<file path="src/rtl/pong_pkg.sv">
// pong_pkg: shared score width and game-state encoding for the Pong datapath
package pong_pkg;
    localparam int SCORE_W = 4;
    typedef enum logic [1:0] {IDLE, PLAY, POINT, OVER} game_state_t;
endpackage

</file>
<file path="src/rtl/score_keeper_if.sv">
// score_keeper_if: playfield events in, score/game controls out of the score keeper
interface score_keeper_if;
    import pong_pkg::*;
    logic               frame;
    logic               start;
    logic               miss_l;
    logic               miss_r;
    logic [SCORE_W-1:0] score_l;
    logic [SCORE_W-1:0] score_r;
    logic               playing;
    logic               point;
    logic               game_over;
    logic               winner;
    logic               serve_dir;
    modport master (
        output frame, start, miss_l, miss_r,
        input  score_l, score_r, playing, point, game_over, winner, serve_dir
    );
    modport slave (
        input  frame, start, miss_l, miss_r,
        output score_l, score_r, playing, point, game_over, winner, serve_dir
    );
endinterface

</file>
<file path="src/rtl/edge_rise.sv">
// edge_rise: one-register rising-edge detector for level miss inputs
module edge_rise (
    input  logic clk_pix,
    input  logic rst_pix,
    input  logic x,
    output logic rise
);
    logic x_q;
    // remember the previous sample so a held level yields a single pulse
    always_ff @(posedge clk_pix or posedge rst_pix) begin
        if (rst_pix) x_q <= 1'b0;
        else         x_q <= x;
    end
    assign rise = x & ~x_q;
endmodule

</file>
<file path="src/rtl/score_keeper.sv">
// score_keeper: Pong game FSM and 0..WIN_SCORE scores; SCORE_AUTOSERVE_EN makes POINT->PLAY automatic
module score_keeper
    import pong_pkg::*;
#(
    parameter int WIN_SCORE    = 9,
    parameter int PAUSE_FRAMES = 60
) (
    input  logic           clk_pix,
    input  logic           rst_pix,
    score_keeper_if.slave  bus
);
    localparam int CNT_W = (PAUSE_FRAMES > 0) ? $clog2(PAUSE_FRAMES + 1) : 1;

    game_state_t        state_q, state_d;
    logic [SCORE_W-1:0] score_l_q, score_l_d, score_r_q, score_r_d, inc_l, inc_r;
    logic               point_q, point_d, winner_q, winner_d, serve_q, serve_d;
    logic [CNT_W-1:0]   cnt_q, cnt_d;
    logic               rise_l, rise_r;
`ifndef SCORE_AUTOSERVE_EN
    logic               ready_q, ready_d;
`endif

    edge_rise u_edge_l (.clk_pix(clk_pix), .rst_pix(rst_pix), .x(bus.miss_l), .rise(rise_l));
    edge_rise u_edge_r (.clk_pix(clk_pix), .rst_pix(rst_pix), .x(bus.miss_r), .rise(rise_r));

    // next-state, scoring and pause countdown
    always_comb begin
        state_d   = state_q;
        score_l_d = score_l_q;
        score_r_d = score_r_q;
        point_d   = 1'b0;
        winner_d  = winner_q;
        serve_d   = serve_q;
        cnt_d     = cnt_q;
        inc_l     = score_l_q + 1'b1;
        inc_r     = score_r_q + 1'b1;
`ifndef SCORE_AUTOSERVE_EN
        // a start is only honoured from the cycle after the pause has run out
        ready_d   = (state_q == POINT) && (cnt_q == '0);
`endif
        case (state_q)
            IDLE, OVER: begin
                if (bus.start) begin
                    state_d   = PLAY;
                    score_l_d = '0;
                    score_r_d = '0;
                end
            end
            PLAY: begin
                if (rise_l && rise_r) begin
                    state_d = POINT;
                    cnt_d   = CNT_W'(PAUSE_FRAMES);
                end else if (rise_l) begin
                    score_r_d = inc_r;
                    point_d   = 1'b1;
                    if (inc_r == SCORE_W'(WIN_SCORE)) begin
                        state_d  = OVER;
                        winner_d = 1'b1;
                    end else begin
                        state_d = POINT;
                        serve_d = 1'b0;
                        cnt_d   = CNT_W'(PAUSE_FRAMES);
                    end
                end else if (rise_r) begin
                    score_l_d = inc_l;
                    point_d   = 1'b1;
                    if (inc_l == SCORE_W'(WIN_SCORE)) begin
                        state_d  = OVER;
                        winner_d = 1'b0;
                    end else begin
                        state_d = POINT;
                        serve_d = 1'b1;
                        cnt_d   = CNT_W'(PAUSE_FRAMES);
                    end
                end
            end
            POINT: begin
                if (cnt_q != '0) begin
                    if (bus.frame) cnt_d = cnt_q - 1'b1;
                end
`ifdef SCORE_AUTOSERVE_EN
                else state_d = PLAY;
`else
                else if (ready_q && bus.start) state_d = PLAY;
`endif
            end
            default: state_d = IDLE;
        endcase
    end

    // all game state and outputs are registered
    always_ff @(posedge clk_pix or posedge rst_pix) begin
        if (rst_pix) begin
            state_q   <= IDLE;
            score_l_q <= '0;
            score_r_q <= '0;
            point_q   <= 1'b0;
            winner_q  <= 1'b0;
            serve_q   <= 1'b0;
            cnt_q     <= '0;
`ifndef SCORE_AUTOSERVE_EN
            ready_q   <= 1'b0;
`endif
        end else begin
            state_q   <= state_d;
            score_l_q <= score_l_d;
            score_r_q <= score_r_d;
            point_q   <= point_d;
            winner_q  <= winner_d;
            serve_q   <= serve_d;
            cnt_q     <= cnt_d;
`ifndef SCORE_AUTOSERVE_EN
            ready_q   <= ready_d;
`endif
        end
    end

    assign bus.score_l   = score_l_q;
    assign bus.score_r   = score_r_q;
    assign bus.playing   = (state_q == PLAY);
    assign bus.point     = point_q;
    assign bus.game_over = (state_q == OVER);
    assign bus.winner    = winner_q;
    assign bus.serve_dir = serve_q;
endmodule
</file>
<file path="src/flat_wrapper.sv">
// flat-port wrapper written by rule: the top's interface ports become plain ports
module score_keeper_flat import pong_pkg::*;
#(
    parameter int WIN_SCORE    = 9,
    parameter int PAUSE_FRAMES = 60
)
  (clk_pix, rst_pix, bus_frame, bus_start, bus_miss_l, bus_miss_r, bus_score_l, bus_score_r, bus_playing, bus_point, bus_game_over, bus_winner, bus_serve_dir);
  score_keeper_if bus_i ();
  input  logic clk_pix;
  input  logic rst_pix;
  input wire logic [$bits(bus_i.frame)-1:0] bus_frame;
  input wire logic [$bits(bus_i.start)-1:0] bus_start;
  input wire logic [$bits(bus_i.miss_l)-1:0] bus_miss_l;
  input wire logic [$bits(bus_i.miss_r)-1:0] bus_miss_r;
  output wire logic [$bits(bus_i.score_l)-1:0] bus_score_l;
  output wire logic [$bits(bus_i.score_r)-1:0] bus_score_r;
  output wire logic [$bits(bus_i.playing)-1:0] bus_playing;
  output wire logic [$bits(bus_i.point)-1:0] bus_point;
  output wire logic [$bits(bus_i.game_over)-1:0] bus_game_over;
  output wire logic [$bits(bus_i.winner)-1:0] bus_winner;
  output wire logic [$bits(bus_i.serve_dir)-1:0] bus_serve_dir;
  assign bus_i.frame = bus_frame;
  assign bus_i.start = bus_start;
  assign bus_i.miss_l = bus_miss_l;
  assign bus_i.miss_r = bus_miss_r;
  assign bus_score_l = bus_i.score_l;
  assign bus_score_r = bus_i.score_r;
  assign bus_playing = bus_i.playing;
  assign bus_point = bus_i.point;
  assign bus_game_over = bus_i.game_over;
  assign bus_winner = bus_i.winner;
  assign bus_serve_dir = bus_i.serve_dir;
  score_keeper #(.WIN_SCORE(WIN_SCORE), .PAUSE_FRAMES(PAUSE_FRAMES)) u_core (.clk_pix(clk_pix), .rst_pix(rst_pix), .bus(bus_i));
endmodule
</file>
<file path="config.mk">
export PLATFORM = sky130hd
export DESIGN_NAME = score_keeper_flat
export DESIGN_NICKNAME = d
export VERILOG_FILES = /design/src/rtl/pong_pkg.sv /design/src/rtl/score_keeper_if.sv /design/src/rtl/edge_rise.sv /design/src/rtl/score_keeper.sv /design/src/flat_wrapper.sv
export SDC_FILE = /design/constraint.sdc
export NUM_CORES = 1
export LEC_CHECK = 0
export BUFFER_PORTS_ARGS = -buffer_cell sky130_fd_sc_hd__buf_2
export CAP_MARGIN = 10
export CORE_ASPECT_RATIO = 0.9
export CORE_MARGIN = 1.5
export CORE_UTILIZATION = 40
export DETAILED_ROUTE_END_ITERATION = 10
export SLEW_MARGIN = 15
export SYNTH_ARGS = -nofsm -noshare
export SYNTH_HDL_FRONTEND = slang
export SYNTH_SLANG_ARGS = --single-unit
</file>
<file path="constraint.sdc">
create_clock -name clk_pix -period 1.8 [get_ports clk_pix]
set_input_delay 0.09 -clock clk_pix [delete_from_list [all_inputs] [get_ports clk_pix]]
set_output_delay 0.09 -clock clk_pix [all_outputs]
set_load 0.02 [all_outputs]
</file>
Yosys cells after proc, flatten, opt, wreduce, memory -nomap -nowiden
Index checks and enable logic that the tools add are counted.
{ "word_totals": {"reg_bits": 22, "ramBits": 0, "in_bits": 6, "romBits": 0, "elab_cells": 92, "memories": 0, "latch_bits": 0} }
{ "op_classes": {"reduce_logical": 17, "multipliers": 0, "n_addsub": 3, "n_div": 0, "n_bitwise": 5, "muxes": 37, "shift": 0, "magnitude_cmp": 0, "n_eq_ne": 20} }
{ "ops": {"columns": ["operator", "n"], "rows": [
  ["$mux 6", 7],
  ["$mux 4", 6],
  ["$ne 2x2->1 const B", 9],
  ["$pmux 4 s2", 2],
  ["$reduce_and 5->1", 3],
  ["$mux 1", 14],
  ["$mux 2", 6],
  ["$pmux 6 s2", 1],
  ["$add 4x1->4 const B", 2],
  ["$eq 4x4->1 const B", 2],
  ["$reduce_and 4->1", 2],
  ["$reduce_bool 2->1", 4],
  ["$logic_not 6->1", 1],
  ["$ne 2x1->1 const B", 3],
  ["$pmux 2 s3", 1],
  ["$reduce_and 6->1", 1],
  ["$reduce_bool 6->1", 1],
  ["$sub 6x1->6 const B", 1],
  ["$eq 2x2->1 const B", 2],
  ["$ne 4x1->1 const B", 1],
  ["$ne 4x2->1 const B", 1],
  ["$ne 4x4->1 const B", 1],
  ["$logic_and 1x1->1", 3],
  ["$not 1->1", 3],
  ["other kinds (4)", 5]
]} }

Depth between registers and ports, before layout
{ "logic_depth": {"word_depth": 7, "ltp_mapped": 9} }

Cells and area by module
Synthesis repeated with hierarchy kept, for this count alone.
{ "unflattened": {"hier_cells": 150, "hier_area_um2": 1405.1} }
{ "by_module_without_submodules": {"columns": ["module", "area_each_um2", "seq_area_each_um2", "n_inst", "cells_per_inst"], "rows": [
  ["score_keeper", 1320.0, 500.5, 1, 144],
  ["edge_rise", 42.5, 25.0, 2, 3]
]} }

Worst setup path after synthesis
No wires, ideal clock.
{ "synth_path": {"kind": "register to register", "start": "register u_core.score_l_q[0], in the netlist u_core.bus.score_l[0]", "end": "register u_core.cnt_q[4]", "path_slack_ns": -0.100, "arrival_ns": 1.777, "setup_ns": 0.124, "path_stages_with_launch": 9, "n_path_buf": 0, "cell_sequence": "dfrtp_1 > inv_1 > ha_1 > and4b_1 > nand3_1 > o21ai_2 > o21ai_4 > nand2_2 > o31a_1"} }
{ "synth_between": {"elab_chain_cells": 4} }
{ "synth_rtl": {"columns": ["item", "line_no", "text"], "rows": [
  ["start: declaration", "score_keeper.sv:15", "logic [SCORE_W-1:0] score_l_q, score_l_d, score_r_q, score_r_d, inc_l, inc_r;"],
  ["start signal: assignment", "score_keeper.sv:106", "score_l_q <= score_l_d;"],
  ["$add 4x1->4", "score_keeper.sv:35", "inc_l = score_l_q + 1'b1;"],
  ["$eq 4x4->1", "score_keeper.sv:67", "if (inc_l == SCORE_W'(WIN_SCORE)) begin"],
  ["$ne 4x2->1 (no source line)", null, null],
  ["$reduce_and 6->1 (no source line)", null, null],
  ["end signal: assignment", "score_keeper.sv:111", "cnt_q <= cnt_d;"],
  ["end: declaration", "score_keeper.sv:17", "logic [CNT_W-1:0] cnt_q, cnt_d;"]
]} }
No other way between the ends.
A chain may end at the register's enable or synchronous reset.

Worst setup path after layout
Ends and elaborated chain as after synthesis.

==> reports/metrics.cfg <==
[outcome]
status = finished clean

[floorplan]
core.rowCount = 20
ios = 19
die_h_um = 59
core_um2 = 3350
die-width_um = 65.2
initial_core_util = 0.416
die_area_um2 = 3850

[global_routing]
overflow = 0
antenna_found_initial = 0
grt_usage = 0.173
grt_start_max_net_pins = 14
grt_pass1_wl_um = 5130
grt_pass1_vias = 1150

[yosys]
syn-num-nets = 167
muxShareOfSynthArea = 0.0233
synth.top_cells.by_area = dfrtp_1, ha_1, nand2_1, inv_1, a21oi_1
yosys.area_share.simple = 0.217
synth_warnings = 0
synthFlopType = dfrtp_1
netlist_instances = 151
synth.distinct_cells = 43
synth_top_family_by_area = simple AND/OR/NAND/NOR gates
synth-edff-count = 0
synth.cell_area_um2 = 1390
yosys.area_share.adder = 0.0898
synth_area_per_cell_um2 = 9.23
seq_area_frac_synth = 0.395
synth_top_area_share = 0.395
async_flop_share = 1.00
synth_compound_area_frac = 0.209
synth_area_leader_cell = dfrtp_1
ys_ff_latch = 22
synth-xor-area-share = 0

[placed_design]
port_buffers = 18
gp_congestion = 0.789
dp_hpwl_um = 2310

[cells_and_area]
diodes = 0
final_common_cell = dfrtp_1
area_growth_pct = 28.1
fillers = 301
multiInputGateArea_um2 = 840
final_util = 0.532
regArea_um2 = 553
final_cell_mix = dfrtp_1, buf_2, nand2_1
fin_nets = 203
drive_gt1_frac = 0.351

[timing]
relSlewSlack = 0.745
hold_viol_final = 0
fin_crit_ns = 1.72
skew_ns = 0.00535
period_share = 0.957
tightest_slew_ns = 0.382
slew_violations = 0
fmax_ghz = 0.580
setup_viol = 0

[drt]
drc = 0
dr.first_iter.drc_count = 41
drt-pass1-iter-count = 4
route.met3.wl_um = 109
dr_wl_met2_um = 1440
vias_per_cell = 5.26
drt-total-wl_um = 3100
wl_per_cell_um = 13.5
ant_nets = 0
vias = 1204
highest_layer = met4
met1_length_um = 1520

[setup_path]
arrival_ns = 1.87
worst-path-max-fanout = 5
critPathLaunchType = register
critPathCaptureType = register
rr_worst_depth = 9
crit_type = reg -> reg
worst_ep_required_time_ns = 1.95

[hold_path]
worstHoldPathCells = 4
hold_path.class = in -> reg

[cts]
clk_pin_slew_ns = 0.07
cts_buffer_depth = 2
cts_max_level = 1
cts_buffers = 3
clock_sinks = 22
insertion_delay_ns = 0.26
cts_tree = built
root_buffer = clkbuf_8

[power_and_ir_drop]
power_mw = 2.47
power_leakage_nw = 0.845
irDropWorstVdd_mv = 0.593
powerDensity_nw_per_um2 = 1380

[job]
timing.max_cap.violations = 0

## flip-flops by register name, summed over array words and instances, names as in the netlist
signal	count
u_core.bus.score_r	4
u_core.state_q	2
u_core.cnt_q	6
u_core.bus.winner	1
u_core.bus.serve_dir	1
u_core.bus.point	1
u_core.ready_q	1
u_core.bus.score_l	4
u_core.u_edge_l.x_q	1
u_core.u_edge_r.x_q	1
## through the flow
| stage | setup TNS (ns) | hold WS [ns] | worst slack, ns | instance area, um2 | instances |
|---|---|---|---|---|---|
| after detailed placement | -0.122 | 0.0924 | -0.0568 | 1590 | 218 |
| after floorplan | 0 | 0.0791 | 0.0169 | 1400 | 151 |
| after global placement | -0.0441 | 0.0895 | -0.0441 | 1590 | 218 |
| after global routing | -0.0181 | 0.358 | -0.0104 | 1790 | 229 |
| final | 0 | 0.321 | 0.0773 | 1790 | 229 |
| after CTS | 0 | 0.305 | 0.00284 | 1680 | 226 |
## where the power goes
group	leakage (nW)	total, mW	internal (mW)	switching, mW
Clock	0.0216	0.296	0.149	0.147
Sequential	0.268	0.686	0.595	0.0906
Combinational	0.555	1.49	0.683	0.806
## worst max-delay path, stage by stage, from the launching register on
cell	delay, ns
dfrtp_2	0.45
inv_2	0.08
ha_2	0.17
and4b_1	0.20
nand3_2	0.10
o21ai_4	0.10
o21ai_4	0.09
buf_6	0.14
a31o_1	0.17
o31a_1	0.11
## area by class of cell
class | count | share of cell area
Sequential cell | 22 | 0.310
Clock buffer | 3 | 0.0231
Timing Repair Buffer | 37 | 0.137
Inverter | 14 | 0.0294
Multi-Input combinational cell | 109 | 0.470
Tap cell | 44 | 0.0308
## cells in the mapped netlist (2+ instances only)
cell      instances
nand2b_1          4
and3_1            3
nand4_1           3
inv_1            13
nor2b_1           3
o31a_1            2
nand3_1           7
ha_1             10
clkbuf_1          3
a31oi_1           4
dfrtp_1          22
nor3_1            3
o21ai_0           8
o21ai_2           2
a31o_1            2
a22o_1            3
a21o_1            3
a21oi_1           8
o31ai_1           2
buf_6             2
nor2_1            6
nand2_1          17
## cell families after synthesis
logic type / Yosys count
mux: 3
compound gates: 41
flops: 22
buf+inv: 20
simple gates: 55
fa+ha+maj: 10
## routing by layer
layer  up-vias  track usage
met2        20        0.278
met3         4       0.0399
met4         0       0.0565
li1        604            -
met5         -            0
met1       576        0.232
## what timing repair did
action | 4_1_cts | 5_1_grt
gates resized for setup | 2 | 18
hold endpoints to repair | 11 | 0
setup buffers | 2 | 3
hold buffers | 3 | 0
pin swaps | 3 | 6
setup endpoints to repair | 5 | 12
## final timing paths
check | start | slack [ns] | endpoint
worst max-delay path | u_core.bus.score_l[0]$_DFFE_PP0P_ | 0.08 | u_core.cnt_q[4]$_DFFE_PP0P_
worst min-delay path | bus_miss_l | 0.32 | u_core.bus.score_r[0]$_DFFE_PP0P_
worst max register to register | u_core.bus.score_l[0]$_DFFE_PP0P_ | 0.08 | u_core.cnt_q[4]$_DFFE_PP0P_
worst min register to register | u_core.bus.winner$_DFFE_PP0P_ | 0.53 | u_core.bus.winner$_DFFE_PP0P_
max in group asynchronous | rst_pix | 0.94 | u_core.cnt_q[0]$_DFFE_PP0P_
min in group asynchronous | rst_pix | 0.34 | u_core.bus.score_l[2]$_DFFE_PP0P_
Note: power is estimated with default switching activity, not from simulation.
